<file path="src/rtl/decodec_pkg.sv">
// decodec_pkg: shared types and field widths for the pipelined instruction
// decoder (decodec_pipe) and its bus interfaces.
//   - instruction class / control sub-code encodings (opCode[5:4], opCode[3:2])
//   - squash FSM state encoding
//   - fixed output field widths (opcode, inm, memDir, branchDir)
//   - dec_t: the registered select/enable bundle
package decodec_pkg;

    localparam int OPC_W  = 6;
    localparam int INM_W  = 8;
    localparam int MEM_W  = 10;
    localparam int BDIR_W = 6;

    typedef enum logic [1:0] {
        CLS_ALU_REG = 2'b00,
        CLS_ALU_IMM = 2'b01,
        CLS_MEM     = 2'b10,
        CLS_CTRL    = 2'b11
    } cls_e;

    typedef enum logic [1:0] {
        CTL_JMP = 2'b00,
        CTL_BRA = 2'b01,
        CTL_BRB = 2'b10,
        CTL_NOP = 2'b11
    } ctl_e;

    typedef enum logic {
        ST_RUN    = 1'b0,
        ST_SQUASH = 1'b1
    } sq_state_e;

    typedef struct packed {
        logic [OPC_W-1:0] opcode;
        logic [1:0]       sel_a;
        logic [1:0]       sel_b;
        logic             sel_m1;
        logic             sel_m2;
        logic             wr_en;
        logic             jmp_en;
        logic             br_en;
    } dec_t;

endpackage

</file>
<file path="src/rtl/decodec_if.sv">
// Bus interfaces of decodec_pipe.
//   decodec_in_if  : fetch -> decoder. in, inValid, flagA, flagB (master drives),
//                    inReady (slave drives).
//   decodec_out_if : decoder -> register/ALU stage. outValid plus all decoded
//                    fields (master drives), outReady (slave drives).
// Optional feature macro: DECODEC_TRAP_EN adds the `illegal` output signal.
interface decodec_in_if #(
    parameter int IW = 16,
    parameter int NF = 3
);
    logic [IW-1:0] in;
    logic          inValid;
    logic          inReady;
    logic [NF-1:0] flagA;
    logic [NF-1:0] flagB;

    modport master (output in, inValid, flagA, flagB, input inReady);
    modport slave  (input in, inValid, flagA, flagB, output inReady);
endinterface

interface decodec_out_if
    import decodec_pkg::*;
#(
    parameter int IW = 16
);
    localparam int AW = IW - OPC_W;

    logic              outValid;
    logic              outReady;
    logic [OPC_W-1:0]  opCode;
    logic [1:0]        selA;
    logic [1:0]        selB;
    logic              selM1;
    logic              selM2;
    logic              wrEnable;
    logic              jmpEnable;
    logic              branchEnable;
    logic [INM_W-1:0]  inm;
    logic [MEM_W-1:0]  memDir;
    logic [AW-1:0]     jmpDir;
    logic [BDIR_W-1:0] branchDir;
`ifdef DECODEC_TRAP_EN
    logic              illegal;

    modport master (output outValid, opCode, selA, selB, selM1, selM2, wrEnable,
                     jmpEnable, branchEnable, inm, memDir, jmpDir, branchDir, illegal,
                     input outReady);
    modport slave  (input outValid, opCode, selA, selB, selM1, selM2, wrEnable,
                     jmpEnable, branchEnable, inm, memDir, jmpDir, branchDir, illegal,
                     output outReady);
`else
    modport master (output outValid, opCode, selA, selB, selM1, selM2, wrEnable,
                     jmpEnable, branchEnable, inm, memDir, jmpDir, branchDir,
                     input outReady);
    modport slave  (input outValid, opCode, selA, selB, selM1, selM2, wrEnable,
                     jmpEnable, branchEnable, inm, memDir, jmpDir, branchDir,
                     output outReady);
`endif
endinterface

</file>
<file path="src/rtl/decodec_skid.sv">
// decodec_skid: 2-entry skid buffer with fall-through.
//   clk, reset (async, active-low)
//   wr_data/wr_valid/wr_ready : upstream side; wr_ready is registered and only
//                               drops when both entries are occupied
//   rd_data/rd_valid          : head of buffer (or the incoming word when empty)
//   rd_take                   : consumer takes the head this cycle if rd_valid
module decodec_skid #(
    parameter int W = 22
) (
    input  logic         clk,
    input  logic         reset,
    input  logic [W-1:0] wr_data,
    input  logic         wr_valid,
    output logic         wr_ready,
    output logic [W-1:0] rd_data,
    output logic         rd_valid,
    input  logic         rd_take
);
    logic [W-1:0] mem_q [0:1];
    logic [W-1:0] mem_d [0:1];
    logic         wr_ptr_q, wr_ptr_d;
    logic         rd_ptr_q, rd_ptr_d;
    logic [1:0]   cnt_q, cnt_d;
    logic         ready_q, ready_d;
    logic         push, pop, stored;

    assign wr_ready = ready_q;
    assign push     = wr_valid && ready_q;
    assign stored   = (cnt_q != 2'd0);
    // Empty buffer passes the incoming word straight through so the decoder
    // sees it in the same cycle (keeps latency at one register stage).
    assign rd_valid = stored || push;
    assign rd_data  = stored ? mem_q[rd_ptr_q] : wr_data;
    assign pop      = rd_take && rd_valid;

    always_comb begin
        mem_d    = mem_q;
        wr_ptr_d = wr_ptr_q;
        rd_ptr_d = rd_ptr_q;
        // A push consumed in the same cycle on an empty buffer never lands.
        if (push && !(pop && !stored)) begin
            mem_d[wr_ptr_q] = wr_data;
            wr_ptr_d        = ~wr_ptr_q;
        end
        if (pop && stored) begin
            rd_ptr_d = ~rd_ptr_q;
        end
        cnt_d   = cnt_q + {1'b0, push} - {1'b0, pop};
        ready_d = (cnt_d != 2'd2);
    end

    always_ff @(posedge clk or negedge reset) begin
        if (!reset) begin
            wr_ptr_q <= 1'b0;
            rd_ptr_q <= 1'b0;
            cnt_q    <= 2'd0;
            ready_q  <= 1'b0;
        end else begin
            wr_ptr_q <= wr_ptr_d;
            rd_ptr_q <= rd_ptr_d;
            cnt_q    <= cnt_d;
            ready_q  <= ready_d;
        end
    end

    always_ff @(posedge clk) begin
        mem_q <= mem_d;
    end
endmodule

</file>
<file path="src/rtl/decodec_pipe.sv">
// decodec_pipe: pipelined instruction decoder with branch resolution and
// wrong-path squash.
//   clk   : rising-edge clock
//   reset : asynchronous active-low reset
//   up    : decodec_in_if.slave  (in, inValid, inReady, flagA, flagB)
//   dn    : decodec_out_if.master (outValid/outReady and decoded fields)
// Parameters: IW instruction width, NF flags per bank, SQUASH instructions
// dropped after a taken jump/branch (0..7).
// Optional macro DECODEC_TRAP_EN: registers and drives dn.illegal.
module decodec_pipe
    import decodec_pkg::*;
#(
    parameter int IW     = 16,
    parameter int NF     = 3,
    parameter int SQUASH = 1
) (
    input logic           clk,
    input logic           reset,
    decodec_in_if.slave   up,
    decodec_out_if.master dn
);
    localparam int         AW      = IW - OPC_W;
    localparam int         SW      = IW + 2 * NF;
    localparam logic [2:0] SQ_LOAD = 3'(SQUASH);

    logic [SW-1:0] head;
    logic          head_valid, skid_ready, take, pop, squashing, out_free;
    logic [IW-1:0] h_in;
    logic [NF-1:0] h_fa, h_fb;

    // Flags travel with the instruction so later flag changes cannot affect it.
    decodec_skid #(.W(SW)) u_skid (
        .clk      (clk),
        .reset    (reset),
        .wr_data  ({up.in, up.flagA, up.flagB}),
        .wr_valid (up.inValid),
        .wr_ready (skid_ready),
        .rd_data  (head),
        .rd_valid (head_valid),
        .rd_take  (take)
    );
    assign up.inReady = skid_ready;
    assign {h_in, h_fa, h_fb} = head;

    logic [OPC_W-1:0] opc;
    dec_t             dec;
    logic             illegal, idx_ok, bit_a, bit_b;

    always_comb begin
        opc     = h_in[IW-1 -: OPC_W];
        dec     = '0;
        illegal = 1'b0;
        idx_ok  = 1'b0;
        bit_a   = 1'b0;
        bit_b   = 1'b0;
        dec.opcode = opc;
        for (int i = 0; i < NF; i++) begin
            if (int'(opc[1:0]) == i) begin
                idx_ok = 1'b1;
                bit_a  = h_fa[i];
                bit_b  = h_fb[i];
            end
        end
        case (cls_e'(opc[5:4]))
            CLS_ALU_REG: begin
                dec.wr_en = 1'b1;
                dec.sel_a = opc[3:2];
                dec.sel_b = opc[1:0];
            end
            CLS_ALU_IMM: begin
                dec.wr_en  = 1'b1;
                dec.sel_m1 = 1'b1;
                dec.sel_a  = opc[3:2];
            end
            CLS_MEM: begin
                dec.sel_m2 = opc[3];
                dec.wr_en  = opc[3];
            end
            CLS_CTRL: begin
                case (ctl_e'(opc[3:2]))
                    CTL_JMP: dec.jmp_en = 1'b1;
                    CTL_BRA: begin
                        illegal    = !idx_ok;
                        dec.br_en  = bit_a;
                    end
                    CTL_BRB: begin
                        illegal    = !idx_ok;
                        dec.br_en  = bit_b;
                    end
                    CTL_NOP: illegal = (opc[1:0] != 2'b00);
                    default: ;
                endcase
            end
            default: ;
        endcase
        if (illegal) begin
            dec.wr_en  = 1'b0;
            dec.jmp_en = 1'b0;
            dec.br_en  = 1'b0;
            dec.sel_m1 = 1'b0;
            dec.sel_m2 = 1'b0;
        end
    end

    sq_state_e     state_q, state_d;
    logic [2:0]    cnt_q, cnt_d;
    logic          out_valid_q, out_valid_d;
    dec_t          dec_q, dec_d;
    logic [AW-1:0] field_q, field_d;
`ifdef DECODEC_TRAP_EN
    logic          illegal_q, illegal_d;
`endif

    assign squashing = (state_q == ST_SQUASH);
    assign out_free  = !out_valid_q || dn.outReady;
    // Discards need no output slot, so squashing drains even under backpressure.
    assign take      = squashing || out_free;
    assign pop       = take && head_valid;

    always_comb begin
        state_d     = state_q;
        cnt_d       = cnt_q;
        out_valid_d = out_valid_q;
        dec_d       = dec_q;
        field_d     = field_q;
`ifdef DECODEC_TRAP_EN
        illegal_d   = illegal_q;
`endif
        if (pop && squashing) begin
            // A taken transfer arriving here is dropped and does not reload.
            cnt_d = cnt_q - 3'd1;
            if (cnt_q == 3'd1) begin
                state_d = ST_RUN;
            end
        end else if (pop && (dec.jmp_en || dec.br_en) && (SQUASH > 0)) begin
            state_d = ST_SQUASH;
            cnt_d   = SQ_LOAD;
        end
        if (out_free) begin
            out_valid_d = pop && !squashing;
            if (pop && !squashing) begin
                dec_d   = dec;
                field_d = h_in[AW-1:0];
`ifdef DECODEC_TRAP_EN
                illegal_d = illegal;
`endif
            end
        end
    end

    always_ff @(posedge clk or negedge reset) begin
        if (!reset) begin
            state_q     <= ST_RUN;
            cnt_q       <= 3'd0;
            out_valid_q <= 1'b0;
            dec_q       <= '0;
            field_q     <= '0;
`ifdef DECODEC_TRAP_EN
            illegal_q   <= 1'b0;
`endif
        end else begin
            state_q     <= state_d;
            cnt_q       <= cnt_d;
            out_valid_q <= out_valid_d;
            dec_q       <= dec_d;
            field_q     <= field_d;
`ifdef DECODEC_TRAP_EN
            illegal_q   <= illegal_d;
`endif
        end
    end

    assign dn.outValid     = out_valid_q;
    assign dn.opCode       = dec_q.opcode;
    assign dn.selA         = dec_q.sel_a;
    assign dn.selB         = dec_q.sel_b;
    assign dn.selM1        = dec_q.sel_m1;
    assign dn.selM2        = dec_q.sel_m2;
    assign dn.wrEnable     = dec_q.wr_en;
    assign dn.jmpEnable    = dec_q.jmp_en;
    assign dn.branchEnable = dec_q.br_en;
    assign dn.inm          = field_q[INM_W-1:0];
    assign dn.memDir       = field_q[MEM_W-1:0];
    assign dn.jmpDir       = field_q;
    assign dn.branchDir    = field_q[BDIR_W-1:0];
`ifdef DECODEC_TRAP_EN
    assign dn.illegal      = illegal_q;
`endif
endmodule

</file>
<file path="src/flat_wrapper.sv">
// flat-port wrapper written by rule: the top's interface ports become plain ports
module decodec_pipe_flat import decodec_pkg::*;
#(
    parameter int IW     = 16,
    parameter int NF     = 3,
    parameter int SQUASH = 1
)
  (clk, reset, up_in, up_inValid, up_flagA, up_flagB, up_inReady, dn_outValid, dn_opCode, dn_selA, dn_selB, dn_selM1, dn_selM2, dn_wrEnable, dn_jmpEnable, dn_branchEnable, dn_inm, dn_memDir, dn_jmpDir, dn_branchDir, dn_outReady);
  decodec_in_if #(.IW(IW), .NF(NF)) up_i ();
  decodec_out_if #(.IW(IW)) dn_i ();
  input logic clk;
  input logic reset;
  input wire logic [$bits(up_i.in)-1:0] up_in;
  input wire logic [$bits(up_i.inValid)-1:0] up_inValid;
  input wire logic [$bits(up_i.flagA)-1:0] up_flagA;
  input wire logic [$bits(up_i.flagB)-1:0] up_flagB;
  output wire logic [$bits(up_i.inReady)-1:0] up_inReady;
  output wire logic [$bits(dn_i.outValid)-1:0] dn_outValid;
  output wire logic [$bits(dn_i.opCode)-1:0] dn_opCode;
  output wire logic [$bits(dn_i.selA)-1:0] dn_selA;
  output wire logic [$bits(dn_i.selB)-1:0] dn_selB;
  output wire logic [$bits(dn_i.selM1)-1:0] dn_selM1;
  output wire logic [$bits(dn_i.selM2)-1:0] dn_selM2;
  output wire logic [$bits(dn_i.wrEnable)-1:0] dn_wrEnable;
  output wire logic [$bits(dn_i.jmpEnable)-1:0] dn_jmpEnable;
  output wire logic [$bits(dn_i.branchEnable)-1:0] dn_branchEnable;
  output wire logic [$bits(dn_i.inm)-1:0] dn_inm;
  output wire logic [$bits(dn_i.memDir)-1:0] dn_memDir;
  output wire logic [$bits(dn_i.jmpDir)-1:0] dn_jmpDir;
  output wire logic [$bits(dn_i.branchDir)-1:0] dn_branchDir;
  input wire logic [$bits(dn_i.outReady)-1:0] dn_outReady;
  assign up_i.in = up_in;
  assign up_i.inValid = up_inValid;
  assign up_i.flagA = up_flagA;
  assign up_i.flagB = up_flagB;
  assign up_inReady = up_i.inReady;
  assign dn_outValid = dn_i.outValid;
  assign dn_opCode = dn_i.opCode;
  assign dn_selA = dn_i.selA;
  assign dn_selB = dn_i.selB;
  assign dn_selM1 = dn_i.selM1;
  assign dn_selM2 = dn_i.selM2;
  assign dn_wrEnable = dn_i.wrEnable;
  assign dn_jmpEnable = dn_i.jmpEnable;
  assign dn_branchEnable = dn_i.branchEnable;
  assign dn_inm = dn_i.inm;
  assign dn_memDir = dn_i.memDir;
  assign dn_jmpDir = dn_i.jmpDir;
  assign dn_branchDir = dn_i.branchDir;
  assign dn_i.outReady = dn_outReady;
  decodec_pipe #(.IW(IW), .NF(NF), .SQUASH(SQUASH)) u_core (.clk(clk), .reset(reset), .up(up_i), .dn(dn_i));
endmodule
</file>
<file path="config.mk">
export PLATFORM = sky130hd
export DESIGN_NAME = decodec_pipe_flat
export DESIGN_NICKNAME = d
export VERILOG_FILES = /design/src/rtl/decodec_pkg.sv /design/src/rtl/decodec_if.sv /design/src/rtl/decodec_skid.sv /design/src/rtl/decodec_pipe.sv /design/src/flat_wrapper.sv
export SDC_FILE = /design/constraint.sdc
export NUM_CORES = 1
export LEC_CHECK = 0
export CORE_UTILIZATION = 49
export DETAILED_ROUTE_END_ITERATION = 10
export GPL_ROUTABILITY_DRIVEN = 0
export PLACE_DENSITY = 0.77
export SLEW_MARGIN = 10
export SYNTH_ARGS = -nofsm -noshare
export SYNTH_HDL_FRONTEND = slang
export SYNTH_HIERARCHICAL = 1
export SYNTH_SLANG_ARGS = --single-unit
</file>
<file path="constraint.sdc">
create_clock -name clk -period 3.51 [get_ports clk]
set_input_delay 0.702 -clock clk [delete_from_list [all_inputs] [get_ports clk]]
set_output_delay 0.702 -clock clk [all_outputs]
set_load 0.05 [all_outputs]
</file>
==> metrics <==
Critical Path AT=about 2900 ps; Syn-to-layout area delta=22.74%; hold buffer count at CTS=0; Clock Latency Late Sink=340 ps; Final Cycle Share=0.7664; Post-CTS Setup Inserts=0; pre-CTS setup slack=a little over 500 ps; commonest cells after routing, fill and taps aside=76 x clkdlybuf4s50_1, 57 x nand2_1, 44 x edfxtp_1, 35 x dfrtp_1, 25 x mux2i_1; I/O pin count=just under 80; max-cap violations=0; register area share after synthesis=0.5737; first-pass GRT wire length=between 10000 and 15000 um; endpoint required time on the critical path=3720 ps; hold-critical path endpoint=u_core/dn.selM1$_DFFE_PN0P_; Reg-to-Reg End=u_core/cnt_q[2]$_DFFE_PN0P_; status=finished clean; final slew viol count=0; hold_sp=u_core/dn.selM1$_DFFE_PN0P_; DR iter-0 viols=161; post-synth cell types=42; ys flop type=edfxtp_1; PortBufs=76; initial antenna violation count=0; CP most frequent cell=a21oi_2; Vias/cell=5.254; FF+latch count, synth=between 70 and 80; Critical-path top delay cell=dfrtp_1; vias in the first global route=~2400; Die H=90.41 um; Die X=between 90 and 100 um; # H-tree levels=3; Num CTS Buffers=9; Worst Reg-to-Reg Cells=9; hold crit path type=reg2reg; net count of the mapped netlist=360; total core area=7408 um^2; Startpoint Class=flop; share of cells above drive strength 1=0.1387; Synth Area per Inst=11.78 um^2; commonest non-fill, non-tap cell in the layout=clkdlybuf4s50_1; Fin. Hold Viols=0; Slew headroom=0.5531; Reg clk slew, reported paths=80 ps; grt ovf=0; Cell Chain, Critical Path=mux2i_1, a21oi_2, inv_1, ha_1, a21oi_2, a2bb2oi_2, o211ai_2, a211oi_4, a21oi_1; Mapped Cells=between 300 and 400; CTS tree=done; cell area after synthesis=between 3000 and 4000 um^2; slowest stage delay, CP=between 700 and 800 ps; Final setup viols=0; Setup crit end kind=flop; nets@finish=slightly above 400; Ys Warns=6; CTS root buf=clkbuf_8; HPWL Detailed=5148 um; worst r2r src=u_core/u_skid/rd_ptr_q$_DFFE_PN0P_; CTS Buffer Depth=2; Setup Crit Path Kind=reg2reg; initial core utilization=0.5170; wire length per cell=about 15 um; GR Util All Layers=0.1885; crit path time final=between 2000 and 3000 ps; Post-synth EDFFs=between 40 and 50; largest net degree at the start of global routing=36; CTS Sinks=79; via count=about 2500; Hold Crit Depth=2; setup TNS=0 ps; row count=31; RSZ-0062 raised after global routing=no; Pre-antenna DRT Iters=4; final setup margin=approximately 820 ps; Post-CTS Resized=0; Async S/R FF share, synth=0.4430; post-route ant nets=0; R2R Setup Slk=~820 ps; Die ar.=~8000 um^2; critical path peak fanout=12; drt total wl=between 7000 and 8000 um; Fmax=0.3717 GHz; Remaining DRCs=0; worst slew pin tran=roughly 670 ps; Hold Worst Slack=approximately 470 ps; ANT cells=0; Clock Skew=a little over 8 ps
-- synthesized netlist by cell type (2+ instances only) --
cell | count | area, um^2
o21ai_1 | 2 | 10.01
o21ai_0 | 8 | 40.04
nor3b_1 | 2 | 15.01
nand2b_1 | 3 | 18.77
nand3_1 | 4 | 20.02
nor3_1 | 22 | 110.1
nor2_1 | 6 | 22.52
ha_1 | 9 | 112.6
nand3b_1 | 5 | 37.54
o31ai_1 | 4 | 30.03
buf_2 | 3 | 15.01
xnor2_1 | 3 | 26.28
buf_6 | 5 | 56.30
mux2i_1 | 25 | 250.2
a21oi_2 | 21 | 183.9
edfxtp_1 | 44 | 1321
dfrtp_1 | 35 | 875.8
inv_1 | 9 | 33.78
clkbuf_1 | 7 | 26.28
a21oi_1 | 3 | 15.01
nand2_1 | 57 | 214.0
buf_4 | 28 | 210.2
-- worst max-delay path: cells and delay by family, from the launching register on --
family | cells | cell delay, ps
buffers and inverters | 1 | 140
adders and majority gates | 1 | 340
DFF | 1 | 780
AOI/OAI and AO/OA | 6 | 1110
muxes | 1 | 190
-- layer usage --
metal	wire length, um	vias up	GRT usage
met2	3552	75	0.2983
met5	0	-	0
met1	3406	1233	0.2610
li1	-	1214	-
met3	354	5	0.04714
met4	51	0	0.04704
-- flip-flops by register name, indices dropped and copies added (netlist names), 2 cells and up --
signal and flops:
u_core/u_skid/cnt_q 2, u_core/dn.selA 2, u_core/u_skid/mem_q 44, u_core/cnt_q 3, u_core/dn.opCode 6, u_core/dn.jmpDir 10, u_core/dn.selB 2
-- worst max-delay path by stage --
stage / slack (ps) / end / startpoint / cells past startpoint
after global routing: 590 / u_core/cnt_q[2]$_DFFE_PN0P_ / u_core/u_skid/rd_ptr_q$_DFFE_PN0P_ / 9
after floorplan: 40 / u_core/u_skid/mem_q[0]$_DFFE_PP_ / dn_outReady / 4
after CTS: 820 / u_core/cnt_q[2]$_DFFE_PN0P_ / u_core/u_skid/rd_ptr_q$_DFFE_PN0P_ / 9
after detailed placement: 510 / u_core/cnt_q[2]$_DFFE_PN0P_ / up_in[13] / 10
final: 820 / u_core/cnt_q[2]$_DFFE_PN0P_ / u_core/u_skid/rd_ptr_q$_DFFE_PN0P_ / 9
after global placement: 610 / u_core/cnt_q[1]$_DFFE_PN0P_ / up_in[12] / 10
-- area by class of cell --
type	count	area (um^2)
Inverter	9	33.78
Clock inverter	4	48.80
Clock buffer	12	177.7
Sequential cell	79	2197
Timing Repair Buffer	85	828.3
Tap cell	99	123.9
Fill cell	569	2708
Multi-Input combinational cell	193	1291
-- cells by family after synthesis --
| logic type | Yosys count | share of synthesized area |
|---|---|---|
| buf+inv | 53 | 0.09049 |
| mux | 25 | 0.06534 |
| xor+xnor | 3 | 0.006862 |
| fa+ha+maj | 9 | 0.02940 |
| flops | 79 | 0.5737 |
| simple gates | 104 | 0.1225 |
| compound gates | 52 | 0.1117 |
-- stage by stage --
stage,util,area (um^2),instances
after floorplan,-,3830,325
after global placement,0.6040,4474,465
after detailed placement,0.6040,4474,465
after CTS,0.6345,4701,481
after global routing,0.6345,4701,481
final,0.6345,4701,481
Power is not shown: default switching activity piles up to over one toggle a cycle in this logic, so the estimate is an artifact.
